**src/rtl/receiver_burst_sequencer.sv**
```systemverilog
// ---------------------------------------------------------------------------
// receiver_burst_sequencer
//   Packs the receiver ADC sample stream into bursts of fixed-length packets.
//   An enabled block arms with a latched burst length, then captures one
//   packet of N_SAMPLES valid samples per trigger rising edge until the
//   burst completes or enable is withdrawn at a packet boundary.
//
//   Optional build macro: RX_SEQ_OFFSET_BINARY_EN
//     defined   -> opData is offset binary (sign bit inverted)
//     undefined -> opData is the two's complement input sample unchanged
//
// Ports
//   ipClk, ipnReset         clock, asynchronous active-low reset
//   ipEnable                level enable; arms bursts, stops at packet end
//   ipBurstLength[INDEX_W]  packets per burst, latched on arming (0 = never)
//   ipTrigger               pulse trigger, rising edge sensitive
//   ipClearStatus           clears opOverrun / opMissedCount
//   ipSampleData[14]        ADC sample, two's complement
//   ipSampleValid           sample strobe
//   opData, opValid         registered output sample and strobe
//   opSoP/opEoP/opSoB/opEoB packet / burst boundary flags (qualified by opValid)
//   opPacketIndex[INDEX_W]  current or next packet index within the burst
//   opBusy                  state is not Idle
//   opBurstDone             one-cycle pulse with the last sample of a burst
//   opOverrun               sticky: trigger edge arrived while sampling
//   opMissedCount[8]        saturating count of triggers seen while sampling
// ---------------------------------------------------------------------------
module receiver_burst_sequencer #(
  parameter int unsigned N_SAMPLES = 2500,
  parameter int unsigned INDEX_W   = 8
) (
  input  logic               ipClk,
  input  logic               ipnReset,
  input  logic               ipEnable,
  input  logic [INDEX_W-1:0] ipBurstLength,
  input  logic               ipTrigger,
  input  logic               ipClearStatus,
  input  logic [13:0]        ipSampleData,
  input  logic               ipSampleValid,
  output logic               opSoP,
  output logic               opEoP,
  output logic               opSoB,
  output logic               opEoB,
  output logic [13:0]        opData,
  output logic               opValid,
  output logic [INDEX_W-1:0] opPacketIndex,
  output logic               opBusy,
  output logic               opBurstDone,
  output logic               opOverrun,
  output logic [7:0]         opMissedCount
);

  localparam int unsigned DATA_W = 14;
  localparam int unsigned MISS_W = 8;
  // Sample counter only has to reach N_SAMPLES-1; keep at least one bit.
  localparam int unsigned CNT_W  = (N_SAMPLES > 1) ? $clog2(N_SAMPLES) : 1;
  localparam logic [CNT_W-1:0] LAST_N = CNT_W'(N_SAMPLES - 1);

  localparam logic [1:0] ST_IDLE     = 2'd0;
  localparam logic [1:0] ST_ARMED    = 2'd1;
  localparam logic [1:0] ST_SAMPLING = 2'd2;

  logic [1:0]         state_q, state_d;
  logic               trig_prev_q;
  logic [INDEX_W-1:0] len_q, len_d;
  logic [INDEX_W-1:0] idx_q, idx_d;
  logic [CNT_W-1:0]   n_q, n_d;
  logic               valid_q, valid_d;
  logic [DATA_W-1:0]  data_q, data_d;
  logic               sop_q, sop_d;
  logic               eop_q, eop_d;
  logic               sob_q, sob_d;
  logic               eob_q, eob_d;
  logic               done_q, done_d;
  logic               busy_q, busy_d;
  logic               ovr_q, ovr_d;
  logic [MISS_W-1:0]  missed_q, missed_d;

  logic               trig_edge;
  logic               pkt_first;
  logic               pkt_last;
  logic               burst_first;
  logic               burst_last;
  logic [DATA_W-1:0]  sample_fmt;

  assign trig_edge   = ipTrigger & ~trig_prev_q;
  assign pkt_first   = (n_q == '0);
  assign pkt_last    = (n_q == LAST_N);
  assign burst_first = (idx_q == '0);
  assign burst_last  = (idx_q == (len_q - INDEX_W'(1)));

  // Output sample format selection.
`ifdef RX_SEQ_OFFSET_BINARY_EN
  assign sample_fmt = {~ipSampleData[DATA_W-1], ipSampleData[DATA_W-2:0]};
`else
  assign sample_fmt = ipSampleData;
`endif

  // Next-state, status and output flag logic.
  always_comb begin
    state_d  = state_q;
    len_d    = len_q;
    idx_d    = idx_q;
    n_d      = n_q;
    valid_d  = 1'b0;
    data_d   = data_q;
    sop_d    = 1'b0;
    eop_d    = 1'b0;
    sob_d    = 1'b0;
    eob_d    = 1'b0;
    done_d   = 1'b0;
    ovr_d    = ovr_q;
    missed_d = missed_q;

    // Clear first so a coincident overrun still registers as one event.
    if (ipClearStatus) begin
      ovr_d    = 1'b0;
      missed_d = '0;
    end
    if (trig_edge && (state_q == ST_SAMPLING)) begin
      ovr_d = 1'b1;
      if (missed_d != '1) begin
        missed_d = missed_d + MISS_W'(1);
      end
    end

    case (state_q)
      ST_IDLE: begin
        if (ipEnable && (ipBurstLength != '0)) begin
          state_d = ST_ARMED;
          len_d   = ipBurstLength;
          idx_d   = '0;
        end
      end
      ST_ARMED: begin
        if (!ipEnable) begin
          state_d = ST_IDLE;
        end else if (trig_edge) begin
          state_d = ST_SAMPLING;
          n_d     = '0;
        end
      end
      ST_SAMPLING: begin
        if (ipSampleValid) begin
          valid_d = 1'b1;
          data_d  = sample_fmt;
          sop_d   = pkt_first;
          eop_d   = pkt_last;
          sob_d   = pkt_first & burst_first;
          eob_d   = pkt_last & burst_last;
          if (pkt_last) begin
            // Packet always completes; enable is only honoured here.
            if (burst_last) begin
              state_d = ST_IDLE;
              done_d  = 1'b1;
            end else if (!ipEnable) begin
              state_d = ST_IDLE;
            end else begin
              idx_d   = idx_q + INDEX_W'(1);
              state_d = ST_ARMED;
            end
          end else begin
            n_d = n_q + CNT_W'(1);
          end
        end
      end
      default: begin
        state_d = ST_IDLE;
      end
    endcase

    busy_d = (state_d != ST_IDLE);
  end

  // State and output registers.
  always_ff @(posedge ipClk or negedge ipnReset) begin
    if (!ipnReset) begin
      state_q     <= ST_IDLE;
      trig_prev_q <= 1'b0;
      len_q       <= '0;
      idx_q       <= '0;
      n_q         <= '0;
      valid_q     <= 1'b0;
      data_q      <= '0;
      sop_q       <= 1'b0;
      eop_q       <= 1'b0;
      sob_q       <= 1'b0;
      eob_q       <= 1'b0;
      done_q      <= 1'b0;
      busy_q      <= 1'b0;
      ovr_q       <= 1'b0;
      missed_q    <= '0;
    end else begin
      state_q     <= state_d;
      trig_prev_q <= ipTrigger;
      len_q       <= len_d;
      idx_q       <= idx_d;
      n_q         <= n_d;
      valid_q     <= valid_d;
      data_q      <= data_d;
      sop_q       <= sop_d;
      eop_q       <= eop_d;
      sob_q       <= sob_d;
      eob_q       <= eob_d;
      done_q      <= done_d;
      busy_q      <= busy_d;
      ovr_q       <= ovr_d;
      missed_q    <= missed_d;
    end
  end

  assign opSoP         = sop_q;
  assign opEoP         = eop_q;
  assign opSoB         = sob_q;
  assign opEoB         = eob_q;
  assign opData        = data_q;
  assign opValid       = valid_q;
  assign opPacketIndex = idx_q;
  assign opBusy        = busy_q;
  assign opBurstDone   = done_q;
  assign opOverrun     = ovr_q;
  assign opMissedCount = missed_q;

endmodule

```
**config.mk**
```make
export PLATFORM = sky130hd
export DESIGN_NAME = receiver_burst_sequencer
export DESIGN_NICKNAME = d
export VERILOG_FILES = /design/src/rtl/receiver_burst_sequencer.sv
export SDC_FILE = /design/constraint.sdc
export NUM_CORES = 1
export LEC_CHECK = 0
export ABC_AREA = 0
export CAP_MARGIN = 10
export CELL_PAD_IN_SITES_DETAIL_PLACEMENT = 1
export CELL_PAD_IN_SITES_GLOBAL_PLACEMENT = 1
export CORE_ASPECT_RATIO = 2
export CORE_MARGIN = 1.5
export CORE_UTILIZATION = 39
export CTS_CLUSTER_SIZE = 10
export DETAILED_ROUTE_END_ITERATION = 8
export GPL_TIMING_DRIVEN = 0
export PLACE_DENSITY_LB_ADDON = 0.1
export SLEW_MARGIN = 20
export SYNTH_ARGS = -nofsm -noshare
export SYNTH_HDL_FRONTEND = slang
export SYNTH_SLANG_ARGS = --single-unit
```
**constraint.sdc**
```tcl
create_clock -name ipClk -period 8.07 [get_ports ipClk]
set_input_delay 1.2105 -clock ipClk [delete_from_list [all_inputs] [get_ports ipClk]]
set_output_delay 1.2105 -clock ipClk [all_outputs]
set_load 0.03 [all_outputs]
```
# Yosys cells after proc, flatten, opt, wreduce, memory -nomap -nowiden
# Index checks and enable logic that the tools add are counted.
[word_totals]
register_bits = 61
inputBits = 28
out_inout_bits = 38
wordCells = 88
[classes]
addsub = 4
n_eq_ne = 13
muxes = 38
bitwise_logic = 4
n_reduce_logical = 14
[ops]
columns = ["operator", "count"]
rows = [
  ["2-to-1 mux 8 bit", 8],
  ["2-to-1 mux 12 bit", 4],
  ["one-hot mux 12 bit (2 select lines)", 1],
  ["2-to-1 mux 1 bit", 18],
  ["adder 8 x 1 -> 8 bit (second input constant)", 2],
  ["!= test 2 bit (second input constant)", 8],
  ["one-hot mux 8 bit (2 select lines)", 1],
  ["adder 12 x 1 -> 12 bit (second input constant)", 1],
  ["equality test 12 bit (second input constant)", 1],
  ["zero test 12 bit", 1],
  ["2-to-1 mux 2 bit", 5],
  ["equality test 8 bit", 1],
  ["zero test 8 bit", 1],
  ["!= test 8 bit (second input constant)", 1],
  ["nonzero test 2 bit", 4],
  ["nonzero test 8 bit", 1],
  ["subtractor 8 x 1 -> 8 bit (second input constant)", 1],
  ["one-hot mux 2 bit (3 select lines)", 1],
  ["AND reduction 6 bit", 1],
  ["AND reduction 5 bit", 1],
  ["AND reduction 2 bit", 2],
  ["AND 1 bit", 3],
  ["equality test 2 x 1 -> 1 bit (second input constant)", 1],
  ["equality test 2 bit (second input constant)", 1],
  ["3 further kinds", 4],
]

# Logic depth before layout (Yosys ltp)
# Gate-level depths: netlist of run 1.
[depth]
word_depth = 7
depth_mapped = 8

# Least setup slack after synthesis of run 1
# Ideal clock, no wire load.
[synth_path]
kind = "input to register"
startpoint = "input port ipSampleValid"
endpoint = "register idx_q[2], in the netlist opPacketIndex[2]"
arrival_time_ns = 2.694
t_required_ns = 7.991
setup_slack_ns = 5.297
path_stages = 5
n_path_buf = 0
path_cell_list = "nand3b_1 > nor4b_1 > nand2_1 > a311oi_1 > mux2i_1"
[synth_via]
elab_chain_len = 2
[synth_rtl]
columns = ["item", "line", "rtl"]
rows = [
  ["start, declared", "39", "input logic ipSampleValid,"],
  ["!= test 2 bit (no line)", "--", ""],
  ["AND reduction 6 bit (no line)", "--", ""],
  ["end signal, assigned", "197", "idx_q <= idx_d;"],
  ["end, declared", "66", "logic [INDEX_W-1:0] idx_q, idx_d;"],
]
# Every way passes these cells.
# A chain may end at the register's enable or synchronous reset.

# Worst setup path in the final report of run 1
[layout_path]
startpoint = "input port ipSampleValid"
endpoint = "register idx_q[6], in the netlist opPacketIndex[6]"
# The elaborated chain is that of the path after synthesis.

==> impl_results.md, run 1 <==
* Syn Std Cell Area at 0.00312 mm²
* Vias in the first global route at 2,840
* Final nets at 420
* Critical path peak fanout at 8
* TritonCTS clock tree: built
* I/O pins at 66
* Max_slew headroom at 39.6%
* Layout cell share with drive strength beyond 1 at between 10% and 20%
* Root Driver: clkbuf_16
* #FFs+latches synth at 60
* Worst reg-to-reg path cell count at 8
* Total global-route track usage at 21.0%
* Pre-CTS WS at slightly above 4 ns
* Detailed Routing Iterations Pass 1 at 4
* DR WL/cell at 16.9 µm
* Area contributors post-synth: dfrtp_1, mux2_2, nand2_1, xnor2_1, ha_1
* Post-layout min period at 3.63 ns
* First-pass GRT wire length at 13.8 mm
* Worst Hold Path Cells at 1
* HP Class: flop to flop
* Post-route setup TNS at 0 ns
* Worst IR drop on VDD at 187 µV
* RR Endpoint: n_q[3]$_DFFE_PN0P_
* Ant. Diodes at 0
* Post-synth EDFFs at 0
* WHS Endpoint: opData[6]$_DFFE_PN0P_
* # port buffers at 65
* Detailed-route via count at 2,675
* # resized after CTS at 0
* Final number of max-transition violations at 0
* Clock Latency Late Sink at roughly 0.33 ns
* 1st-iter DRT viols at 119
* R2r setup slk at 5.19 ns
* Largest net degree at the start of global routing at 41
* CTS Sinks at 60
* Vias/cell at about 5.5
* Final worst slack at 4.44 ns
* Initial antenna violation count at 0
* Status: finished, final reports clean
* Worst path cell trace: clkdlybuf4s50_1, nand3b_1, nor4b_1, nand2_1, a311oi_1, mux2i_1
* Final WL at 8.23 mm
* Critical Path AT at 3.88 ns
* Rows at 46
* Fin. Hold Viols at 0
* Top cell type by total area after synthesis: dfrtp_1
* Crit path launch type: primary input
* Leak at between 1.5 and 2 nW
* Critical hold path startpoint: opData[6]$_DFFE_PN0P_
* Hpwl dp at 6.12 mm
* Die height at 130 µm
* Syn-to-layout area delta at 35.7%
* Slowest-stage cell, CP: nor4b_1
* Post-CTS Setup Repair Bufs at 0
* GRT overflow at 0
* Routability-driven placement congestion ratio at 0.868
* Req. time, crit path at 8.32 ns
* Mapped Cells at 309
* Worst r2r src: n_q[5]$_DFFE_PN0P_
* Fraction of registers with async set/reset at between 90% and 100%
* Endpoints failing setup at 0
* Core Region at 0.00783 mm²
* Clk buf depth at 2
* Main synth FF type: dfrtp_1
* Max Cap Viol at 0
* H-tree levels at 3
* Total Die Area at between 0.008 and 0.009 mm²
* Worst Clk Skew at 0.00405 ns
* Initial core utilization at 39.9%
* Post-synthesis sequential area ratio at 48.1%
* Distinct cells, synth at 51
* Post-cts hold buffer count at 0
* CP Capture Type: flop
* Die W at approximately 66 µm
* Max Freq at 276 MHz
* Tightest Pin Transition at 0.893 ns
* Remaining routing DRC violations at 0
* Clock slew seen by the registers of the worst setup and hold paths at 0.05 ns
* Crit path kind: primary input to flop
* Top cell type's share of synthesized area at 48.1%
* Synth Area per Inst at 10.1 µm²
* Crit share post-route at 45.0%
* Num CTS Buffers at 9
* Net Count, Synth at 343
* YS warnings at 0
* Pwr/cell area at 286 mW/mm²
* RSZ-0062 raised after global routing: false
* Antenna Nets Post-Route at 0
* Critical Path Max Stage Delay at 0.87 ns
## routing by layer
layer  part of all wire [%]  global-route usage [%]  vias up  wire (µm)
li1                       -                       -     1278          -
met1                     42                    25.1     1319       3440
met2                     52                    35.4       62       4290
met3                    3.9                    5.03       16        322
met4                    2.2                    9.12        0        178
met5                      0                       0        -          0
## critical path: cells and delay by family
family	cells	cell delay, ns
compound gates	1	0.42
mux	1	0.24
buf+inv	1	0.53
simple gates	3	1.48
## cells by family (layout without fill, tap and decap cells)
logic type                 after synthesis  count (layout)  share of synthesized area [%]
and+or+nand+nor                        132             132                           23.8
DFF                                     60              60                           48.1
AOI/OAI and AO/OA                       52              52                           11.6
buffers and inverters                   25             107                           3.12
muxes                                   21              21                           7.29
xor gates and xnor gates                13              13                           3.65
adders and majority gates                6               6                           2.40
## flip-flops by register name, indices dropped and copies added, names as in the netlist, 2 cells and up
name	cells
opData	14
n_q	12
len_q	8
opMissedCount	8
opPacketIndex	8
state_q	2
## through the flow
| step | std cells | util [%] | total power, mW | hold WS [ns] | area, µm² |
|---|---|---|---|---|---|
| detailed placement | 471 | 50.0 | 0.815 | 0.497 | 3910 |
| finish | 487 | 54.2 | 1.21 | 0.506 | 4240 |
| global placement | 470 | 49.7 | 0.798 | 0.484 | 3890 |
| global route | 487 | 54.2 | 1.27 | 0.532 | 4240 |
| floorplan | 309 | - | 0.658 | 0.467 | 3120 |
| CTS | 487 | 54.1 | 1.23 | 0.508 | 4230 |
## Yosys cell counts, drive strengths merged, types with 8 or more instances
cell type and count:
a21oi 14, inv 14, clkbuf 9, nand3 11
or4 8, nand4 8, o21ai 11, nor2b 8
nand2 37, xnor2 11, nand2b 9, mux2 14
and3 10, dfrtp 60, nor2 10
## worst max-delay path by stage
stage / from / to / slack (ns) / cells after the start
finish: ipSampleValid / opPacketIndex[6]$_DFFE_PN0P_ / 4.44 / 6
CTS: ipSampleValid / opPacketIndex[7]$_DFFE_PN0P_ / 4.46 / 6
detailed placement: ipSampleValid / opPacketIndex[7]$_DFFE_PN0P_ / 4.11 / 6
global placement: ipnReset / opData[8]$_DFFE_PN0P_ / 3.82 / 1
global route: ipSampleValid / opPacketIndex[6]$_DFFE_PN0P_ / 4.14 / 6
floorplan: ipSampleValid / opPacketIndex[2]$_DFFE_PN0P_ / 5.30 / 5
## cell type report
type / instances / area (µm²)
fillers: 906 / 3590
multi-input cells: 224 / 1530
flip-flops and latches: 60 / 1500
repair buffers: 66 / 668
clock buffers: 13 / 280
well taps: 96 / 120
inverters: 14 / 52.6
plain buffers: 11 / 45.0
clock inverters: 3 / 42.5
## placed cells by master, fill, tap and decap left out, drive strengths merged, types with 2 or more instances in the layout
master         netlist  layout
nand2               37      37
or4                  8       8
ha                   6       6
o21ai               11      11
or3                  5       5
nor2                10      10
clkbuf               9      22
mux2i                7       7
and3                10      10
nand2b               9       9
nor3                 5       5
a31oi                6       6
nor4                 5       5
a311oi               3       3
xnor2               11      11
nor4b                3       3
and3b                3       3
dfrtp               60      60
clkdlybuf4s50        0      64
buf                  2       4
a2111oi              2       2
inv                 14      14
nand4                8       8
and2                 2       2
o31ai                7       7
nor3b                2       2
nand3               11      11
nor2b                8       8
a21oi               14      14
xor2                 2       2
mux2                14      14
## power breakdown
group | leakage [nW] | total (mW) | switching [mW] | internal (mW)
sequential | 0.794 | 0.414 | 0.0509 | 0.363
combinational | 0.808 | 0.398 | 0.227 | 0.171
clock | 0.158 | 0.402 | 0.130 | 0.272
total | 1.76 | 1.21 | 0.408 | 0.805
Note: power is estimated with default switching activity, not from simulation.
==> inputs of run 2 (changes only) <==
--- a/config.mk
+++ b/config.mk
@@ -11,7 +11,7 @@
 export CELL_PAD_IN_SITES_GLOBAL_PLACEMENT = 1
 export CORE_ASPECT_RATIO = 2
 export CORE_MARGIN = 1.5
-export CORE_UTILIZATION = 39
+export CORE_UTILIZATION = 35
 export CTS_CLUSTER_SIZE = 10
 export DETAILED_ROUTE_END_ITERATION = 8
 export GPL_TIMING_DRIVEN = 0
==> constraint.sdc (replaced) <==
create_clock -name ipClk -period 2.99 [get_ports ipClk]
set_input_delay 0.4485 -clock ipClk [delete_from_list [all_inputs] [get_ports ipClk]]
set_output_delay 0.4485 -clock ipClk [all_outputs]
set_load 0.03 [all_outputs]
==> run 2 against run 1 <==
Power rose to 2.6 times the previous value. Critical path depth down 1. Non-clock buffer count up 1. Sequential share of layout area about the same. Largest cell class unchanged.
==> impl_results.md, run 2 (synthesis gave the netlist of run 1 again) <==
* Pwr/cell area at 757 mW/mm² (+160%)
* Crit share post-route at a little over nine tenths
* Total Die Area at 0.00953 mm² (+11%)
* Slowest-stage cell, CP: a2111oi_4
* Num CTS Buffers at 9 (unchanged)
* Post-CTS Setup Repair Bufs at 0 (unchanged)
* Vias in the first global route at 2,901 (+2.1%)
* Vias/cell at 5.51 (+0.26%)
* Hpwl dp at 6.45 mm (+5.4%)
* Final WL at 8.74 mm (+6.2%)
* Clock slew seen by the registers of the worst setup and hold paths at 0.05 ns (about the same)
* Fillers at 988 (+9.1%)
* DR WL/cell at 17.8 µm (+5.3%)
* Layout cell share with drive strength beyond 1 at 11.0% (+0.26 points)
* Placed cell area at 0.00392 mm² (+0.32%)
* Most frequent cells in the layout: clkdlybuf4s50_1, dfrtp_1, nand2_1, inv_1, mux2_2
* 1st-iter DRT viols at 159 (+34%)
* Status: finished, final reports clean
* Core Region at 0.00865 mm² (+10%)
* Routability-driven placement congestion ratio at 0.783 (-9.8%)
* Post-route setup TNS at 0 ns (unchanged)
* Worst IR drop on VDD at 412 µV (+120%)
* # port buffers at 65 (unchanged)
* Root Driver: clkbuf_16
* Hold Slack at 0.490 ns (-0.0156 ns)
* Fin. Hold Viols at 0 (unchanged)
* GRT overflow at 0 (unchanged)
* Critical Path Max Stage Delay at 0.63 ns (-0.24 ns)
* Ant. Diodes at 0 (unchanged)
* RSZ-0062 raised after global routing: false
* Initial antenna violation count at 0 (unchanged)
* Worst Clk Skew at 0.00460 ns (+0.000551 ns)
* CTS Sinks at 60 (unchanged)
* Endpoints failing setup at 0 (unchanged)
* Detailed-route via count at 2,704 (+1.1%)
* Tot Pwr at 3.21 mW (+160%)
* Detailed Routing Iterations Pass 1 at 4 (unchanged)
* Worst reg-to-reg path cell count at 5 (-3)
* Tightest Pin Transition at 0.592 ns (-0.301 ns)
* Remaining routing DRC violations at 0 (unchanged)
* Final instance area at 0.00424 mm² (about the same)
* Max Freq at 356 MHz
* TritonCTS clock tree: built
* I/O pins at 66 (unchanged)
* Max_slew headroom at 60.5% (+21 points)
* Req. time, crit path at 3.19 ns (-5.13 ns)
* Clk buf depth at 2 (unchanged)
* Die W at 69.8 µm (+5.3%)
* Post-layout min period at roughly 2.8 ns
* Largest net degree at the start of global routing at 48 (+17%)
* Commonest non-fill, non-tap cell in the layout: clkdlybuf4s50_1
* First-pass GRT wire length at 14.3 mm (+3.6%)
* Critical Path AT at 3.01 ns (-0.87 ns)
* Max reg flops at 14 (unchanged)
* Clock Latency Late Sink at 0.33 ns (about the same)
* Leak at 1.77 nW (+0.45%)
* Crit path launch type: flop
* Final number of max-transition violations at 0 (unchanged)
* Antenna Nets Post-Route at 0 (unchanged)
* H-tree levels at 3 (unchanged)
* Syn-to-layout area delta at 35.8% (about the same)
* Rows at 48 (+4.3%)
* HP Class: flop to flop
* CP Capture Type: flop
* Initial core utilization at 36.1% (-3.8 points)
* Worst Hold Path Cells at 2 (+1)
* Worst path cell trace: or3_4, or4_4, a2111oi_4, a31oi_2, or4_1
* Critical path peak fanout at 9 (+1)
* Die height at 137 µm (+5.4%)
* Crit path kind: flop to flop
* Final nets at 421 (+0.24%)
* Total global-route track usage at 19.4% (-1.6 points)
* Max Cap Viol at 0 (unchanged)
* Util after Layout at 49.0% (-5.1 points)
## run 2: cell types whose count changed in the layout (fill, tap and decap cells not counted), sizes merged
cell         delta
clkbuf          -3
clkinv          +3
clkinvlp        -1
dlygate4sd3     +1
## run 2: timing repair
action / 4_1_cts / 5_1_grt
endpoints found under the hold margin: 13 / 0
hold buffers: 1 / 0
gates resized for setup: 0 / 5
endpoints found under the setup margin: 0 / 11
## run 2: layout make-up
type                       count  area [µm²]  area share (%)
clock inverter                 5        53.8            1.27
tap                          100         125            2.95
timing repair buffer          67         686            16.2
clock buffer                  10         229            5.40
sequential                    60        1500            35.4
multi-input combinational    224        1550            36.5
buffer                        11        46.3            1.09
inverter                      14        52.6            1.24
## run 2: layer usage
| metal | track usage, % | vias to the layer above | part of all wire (%) |
|---|---|---|---|
| met5 | 0 | - | 0 |
| li1 | - | 1276 | - |
| met2 | 36.1 | 58 | 57 |
| met1 | 20.0 | 1348 | 36 |
| met4 | 13.5 | 0 | 4.0 |
| met3 | 2.06 | 22 | 2.6 |
## run 2: worst paths after layout
path	startpoint	to	slack, ns
max	len_q[0]$_DFFE_PN0P_	opBusy$_DFF_PN0_	0.18
min	len_q[7]$_DFFE_PN0P_	len_q[7]$_DFFE_PN0P_	0.49
max reg2reg	len_q[0]$_DFFE_PN0P_	opBusy$_DFF_PN0_	0.18
min reg2reg	len_q[7]$_DFFE_PN0P_	len_q[7]$_DFFE_PN0P_	0.49
max in group asynchronous	ipnReset	opData[5]$_DFFE_PN0P_	1.97
min in group asynchronous	ipnReset	n_q[6]$_DFFE_PN0P_	0.52
## run 2: critical path, delay by kind of cell, from the launching register on
| kind | cells | cell delay, ns |
|---|---|---|
| flops | 1 | 0.43 |
| compound gates | 2 | 0.88 |
| simple gates | 3 | 1.37 |
## run 2: through the flow
step           std cells  setup WS, ns
6_report             491         0.183
5_1_grt              491        0.0422
4_1_cts              491        0.0122
3_5_place_dp         475        -0.225
3_3_place_gp         474        -0.629
2_1_floorplan        309         0.449
## run 2: report_power, final
group / internal [mW] / switching, mW
sequential: 0.978 / 0.130
clock: 0.636 / 0.371
combinational: 0.474 / 0.622
total: 2.09 / 1.12
==> inputs of run 3 (changes only) <==
--- a/config.mk
+++ b/config.mk
@@ -12,10 +12,11 @@
 export CORE_ASPECT_RATIO = 2
 export CORE_MARGIN = 1.5
 export CORE_UTILIZATION = 35
-export CTS_CLUSTER_SIZE = 10
+export CTS_CLUSTER_DIAMETER = 120
 export DETAILED_ROUTE_END_ITERATION = 8
 export GPL_TIMING_DRIVEN = 0
 export PLACE_DENSITY_LB_ADDON = 0.1
+export RECOVER_POWER = 100
 export SLEW_MARGIN = 20
 export SYNTH_ARGS = -nofsm -noshare
 export SYNTH_HDL_FRONTEND = slang
==> run 3 against run 2 <==
Hold slack is essentially flat. First-iteration DRC count shrank 16%. Core utilization shrank 0.36 points. Largest cell class unchanged. Largest power group unchanged.
==> impl_results.md, run 3 (synthesis gave the netlist of run 1 again) <==
* Status: finished, final reports clean
* Crit path launch type: flop
* R2r setup slk at 0.18 ns (about the same)
* Worst path cell trace: or3_4, or4_4, a2111oi_4, a31oi_2, or4_1
* Pwr/cell area at 751 mW/mm² (-0.87%)
* Req. time, crit path at 3.19 ns (about the same)
* CTS Sinks at 60 (unchanged)
* Worst r2r src: len_q[0]$_DFFE_PN0P_
* Max_slew headroom at 20.9% (-40 points)
* Ant. Diodes at 0 (unchanged)
* Layout cell share with drive strength beyond 1 at 10.5% (-0.51 points)
* TritonCTS clock tree: built
* Worst Clk Skew at 0.00433 ns (-0.000265 ns)
* Endpoints failing setup at 0 (unchanged)
* Worst IR drop on VDD at 413 µV (+0.22%)
* GRT overflow at 0 (unchanged)
* RR Endpoint: opBusy$_DFF_PN0_
* Final instance area at 0.00421 mm² (-0.74%)
* Syn-to-layout area delta at 34.8%
* Final nets at 421 (unchanged)
* HP Class: flop to flop
* CP delay by family, top: simple AND/OR/NAND/NOR gates
* Die height at 137 µm (unchanged)
* First-pass GRT wire length at 14.3 mm (unchanged)
* Slowest-stage cell, CP: a2111oi_4
* WHS Endpoint: len_q[7]$_DFFE_PN0P_
* Vias in the first global route at 2,901 (unchanged)
* DR WL/cell at 17.7 µm (-0.33%)
* Hpwl dp at 6.45 mm (unchanged)
* Commonest non-fill, non-tap cell in the layout: dfrtp_1
* Final number of max-transition violations at 0 (unchanged)
* Detailed Routing Iterations Pass 1 at 4 (unchanged)
* Max reg flops at 14 (unchanged)
* Grt peak-use layer: met2
* Initial antenna violation count at 0 (unchanged)
* Worst Hold Path Cells at 2 (unchanged)
* Leak at 1.85 nW (+4.6%)
* Vias/cell at 5.52 (+0.30%)
* Clock Latency Late Sink at 0.33 ns (about the same)
* Final WL at 8.71 mm (-0.33%)
* Clock slew seen by the registers of the worst setup and hold paths at 0.05 ns (about the same)
* # port buffers at 65 (unchanged)
* Total global-route track usage at 19.4% (unchanged)
* Die W at 69.8 µm (unchanged)
* Met1 track utilization from global routing at 20.0% (unchanged)
* Fillers at 990 (+0.20%)
* Worst reg-to-reg path cell count at 5 (unchanged)
* Crit share post-route at 93.8% (about the same)
* Core Region at 0.00865 mm² (unchanged)
* Post-layout min period at 2.81 ns (-0.00195 ns)
* Critical path peak fanout at 9 (unchanged)
* Crit path kind: flop to flop
* Num CTS Buffers at 9 (unchanged)
* Critical Path AT at 3.00 ns (about the same)
* Rows at 48 (unchanged)
* RSZ-0062 raised after global routing: false
* GR Layer Usage met2 at 36.1% (unchanged)
* Post-route setup TNS at 0 ns (unchanged)
* Detailed-route via count at 2,712 (+0.30%)
* Largest net degree at the start of global routing at 48 (unchanged)
* Critical hold path startpoint: len_q[7]$_DFFE_PN0P_
* Remaining routing DRC violations at 0 (unchanged)
* H-tree levels at 3 (unchanged)
* CP Capture Type: flop
* Most frequent cells in the layout: dfrtp_1, dlygate4sd3_1, nand2_1, clkdlybuf4s50_1
* Routability-driven placement congestion ratio at 0.783 (unchanged)
* I/O pins at 66 (unchanged)
* Tightest Pin Transition at 1.19 ns (+0.594 ns)
* CP bufs+invs at 0 (unchanged)
* GRT met3 Usage at 2.06% (unchanged)
* Max Cap Viol at 0 (unchanged)
* 1st-iter DRT viols at 133 (-16%)
* Clk buf depth at 2 (unchanged)
* Initial core utilization at 36.1% (unchanged)
* Root Driver: clkbuf_16
* Antenna Nets Post-Route at 0 (unchanged)
* Fin. Hold Viols at 0 (unchanged)
* Total Die Area at 0.00953 mm² (unchanged)
* Critical Path Max Stage Delay at 0.63 ns (about the same)
* Placed cell area at 0.00392 mm² (unchanged)
* Max Freq at 357 MHz (about the same)
==> run 3: worst max path at each step <==
stage	depth (start not counted)	slack, ns	end	startpoint
after floorplan	5	0.45	opBusy$_DFF_PN0_	opPacketIndex[5]$_DFFE_PN0P_
after global placement	1	-0.63	opMissedCount[2]$_DFF_PN0_	ipnReset
after detailed placement	6	-0.23	opPacketIndex[7]$_DFFE_PN0P_	ipSampleValid
after CTS	8	0.01	n_q[3]$_DFFE_PN0P_	n_q[5]$_DFFE_PN0P_
after global routing	5	0.04	opBusy$_DFF_PN0_	len_q[0]$_DFFE_PN0P_
final	5	0.18	opBusy$_DFF_PN0_	len_q[0]$_DFFE_PN0P_
==> run 3: report_power, final <==
group	switching, mW	internal [mW]
logic	0.622	0.430
clock network	0.371	0.637
registers	0.124	0.978
==> run 3: per-stage QoR <==
step	util (%)	cells	total power [mW]	setup WS, ns	hold slack, ns
final	48.7	491	3.16	0.185	0.490
after global routing	48.7	491	3.32	0.0422	0.514
after CTS	48.8	491	3.24	0.0122	0.500
after detailed placement	45.4	475	2.21	-0.225	0.324
after global placement	45.1	474	2.17	-0.629	0.485
after floorplan	-	309	1.78	0.449	0.153
==> run 3: worst register-to-register path: stages, from the launching register on <==
cell and delay [ns]:
dfrtp_1 0.43, or3_4 0.41, or4_4 0.44, a2111oi_4 0.63
a31oi_2 0.25, or4_1 0.52
==> run 3: metal layers <==
metal | part of all wire [%] | up-vias
li1 | - | 1280
met1 | 36 | 1354
met2 | 58 | 56
met3 | 2.5 | 22
met4 | 4.0 | 0
met5 | 0 | -
==> run 3: area by class of cell <==
| cell class | count | area, µm² | share of cell area (%) |
|---|---|---|---|
| plain buffers | 11 | 46.3 | 1.10 |
| clock buffers | 10 | 229 | 5.44 |
| clock inverters | 5 | 53.8 | 1.28 |
| inverters | 14 | 52.6 | 1.25 |
| multi-input cells | 224 | 1540 | 36.6 |
| flip-flops and latches | 60 | 1500 | 35.7 |
| well taps | 100 | 125 | 2.97 |
| repair buffers | 67 | 659 | 15.7 |
==> run 3: timing repair <==
action,4_1_cts,5_1_grt
endpoints found under the setup margin,0,11
buffers inserted,0,0
endpoints found under the hold margin,13,0
hold buffers,1,0
resized for setup,0,5
==> RTL edit (settings of run 1) <==
Add a define of `RX_SEQ_OFFSET_BINARY_EN`.
--- a/src/rtl/receiver_burst_sequencer.sv
+++ b/src/rtl/receiver_burst_sequencer.sv
@@ -26,4 +26,6 @@
 //   opMissedCount[8]        saturating count of triggers seen while sampling
 // ---------------------------------------------------------------------------
+`define RX_SEQ_OFFSET_BINARY_EN
+
 module receiver_burst_sequencer #(
   parameter int unsigned N_SAMPLES = 2500,
Behaviour: not the same (a bounded check fails within 4 cycles, from zero or initial values and one cycle with ipnReset low).
==> RTL edit against run 1 <==
- cell count rose by 0.21%
- non-clock buffer count did not move
- cell area rose by 0.59%
- sequential cell count did not move
- worst hold slack got worse by 1.9 ps
- largest cell class unchanged
- total power rose by 4.1%
- highest routed layer unchanged
- area after synthesis barely moved
- global-route usage rose by 0.29 points
- worst setup slack improved by 82 ps
- routed wire length rose by 3.4%
==> RTL edit: results <==
[route]
wire_per_inst_microns = 17.4
detail_route.vias_per_cell = 5.46
first_iter_violations = 82
dr.pass1.iters = 4

[worst_setup_path]
critical_path_peak_fanout = 9
reg2regPathDepth = 8
setup.reg_to_reg.worst_slack_ps = 5190
cp_slowest_stage_delay_ps = 820
worstReg2RegEnd = n_q[3]$_DFFE_PN0P_
critical_path.reg2reg.startpoint = n_q[5]$_DFFE_PN0P_
setup.worst_path.end = opPacketIndex[7]$_DFFE_PN0P_
arrival_ps = 3800

[yosys]
synth_xor_xnor_area_share_pct = 3.65
commonest_cells_in_the_synthesized_netlist = sky130_fd_sc_hd__dfrtp_1 (60), sky130_fd_sc_hd__nand2_1 (38), sky130_fd_sc_hd__a21oi_1 (14), sky130_fd_sc_hd__inv_1 (14), sky130_fd_sc_hd__mux2_2 (13)
synth_seq_area_share_pct = 48.1
synth_warnings = 0
fraction_of_synthesized_area_in_multiplexers_pct = 6.94
synth_compound_gate_area_share_pct = 11.8
synth_enable_flop_cells = 0
ys_top_cells_by_area = sky130_fd_sc_hd__dfrtp_1 (48%), sky130_fd_sc_hd__mux2_2 (4.7%), sky130_fd_sc_hd__nand2_1 (4.6%), sky130_fd_sc_hd__xnor2_1 (3.1%), sky130_fd_sc_hd__ha_1 (2.4%)
synth-async-reset-ratio_pct = 100
synth_fp_nets = 344
synth_adder_area_share_pct = 2.41

[clock_network]
tritoncts.num_buffers = 9
cts_root_buffer = sky130_fd_sc_hd__clkbuf_16
post-cts-setup-buffers = 0
post_cts_clock_slew_at_the_launch_and_capture_registers_of_the_worst_setup_and_hold_paths_ps = 50
postCtsResizedCells = 0
worst_skew_pair.late_latency_ps = 340
htree_levels = 3

[global_route]
initial_antenna_violation_count = 0
vias_in_the_first_global_route = 2902
overall_global_routing_resource_usage_pct = 21.3
pin_count_of_the_biggest_net_entering_global_routing = 41
global_route_wire_length_before_repair_microns = 13900

[sta]
max-slew-margin-rel_pct = 37.5
hold_slack_ps = 504
clock_skew_ps = 6.85

[hold_path]
worst_hold_path.endpoint = opData[10]$_DFFE_PN0P_
hold_path_depth = 1
timing.hold.worst.start = opData[10]$_DFFE_PN0P_
tightest_hold_check_type = flop to flop

[final_layout]
finalNetCount = 421
post_route_cells_drive_above_1_share_pct = 10.5
antennaDiodeCount = 0
largest_reg_flops = 14

[placement]
detailed_place_hpwl_microns = 6070
gp_routability_congestion = 0.851

[run_status]
result_of_the_run = complete, no violations

[power_and_ir_drop]
vdd_drop_max_uv = 208
total_leakage_power_nw = 1.77
-- RTL edit: cell families after synthesis --
group	Yosys count
compound gates	53
xor+xnor	13
fa+ha+maj	6
buf+inv	25
flops	60
mux	20
simple gates	133
-- RTL edit: area by class of cell --
class	count	area, sq um
fill	894	3560
multi-input combinational	225	1530
sequential	60	1500
timing repair buffer	66	668
clock buffer	10	239
tap	96	120
clock inverter	6	111
inverter	14	52.6
buffer	11	45.0
-- RTL edit: critical path, delay by kind of cell --
family | cells | cell delay, ps
AOI/OAI and AO/OA | 1 | 450
muxes | 1 | 230
and+or+nand+nor | 3 | 1390
buffers and inverters | 1 | 520
-- RTL edit: metrics by stage --
| stage | area (sq um) | instances | setup WS, ps |
|---|---|---|---|
| finish | 4260 | 488 | 4520 |
| global route | 4260 | 488 | 4270 |
| CTS | 4260 | 488 | 4490 |
| detailed placement | 3910 | 472 | 4150 |
| global placement | 3890 | 471 | 3800 |
| floorplan | 3120 | 310 | 5270 |
-- RTL edit: report_power, final --
part | switching (mW) | internal [mW] | total [mW] | leakage [nW]
clock network | 0.142 | 0.310 | 0.452 | 0.169
registers | 0.0512 | 0.362 | 0.414 | 0.794
logic | 0.228 | 0.169 | 0.397 | 0.807
total | 0.421 | 0.841 | 1.26 | 1.77
-- RTL edit: per-layer routing --
layer,global-route usage [%],routed length (microns),up-vias
li1,-,-,1279
met1,25.6,3510,1321
met2,36.1,4570,54
met3,5.30,280,9
met4,8.40,149,0
met5,0,0,-
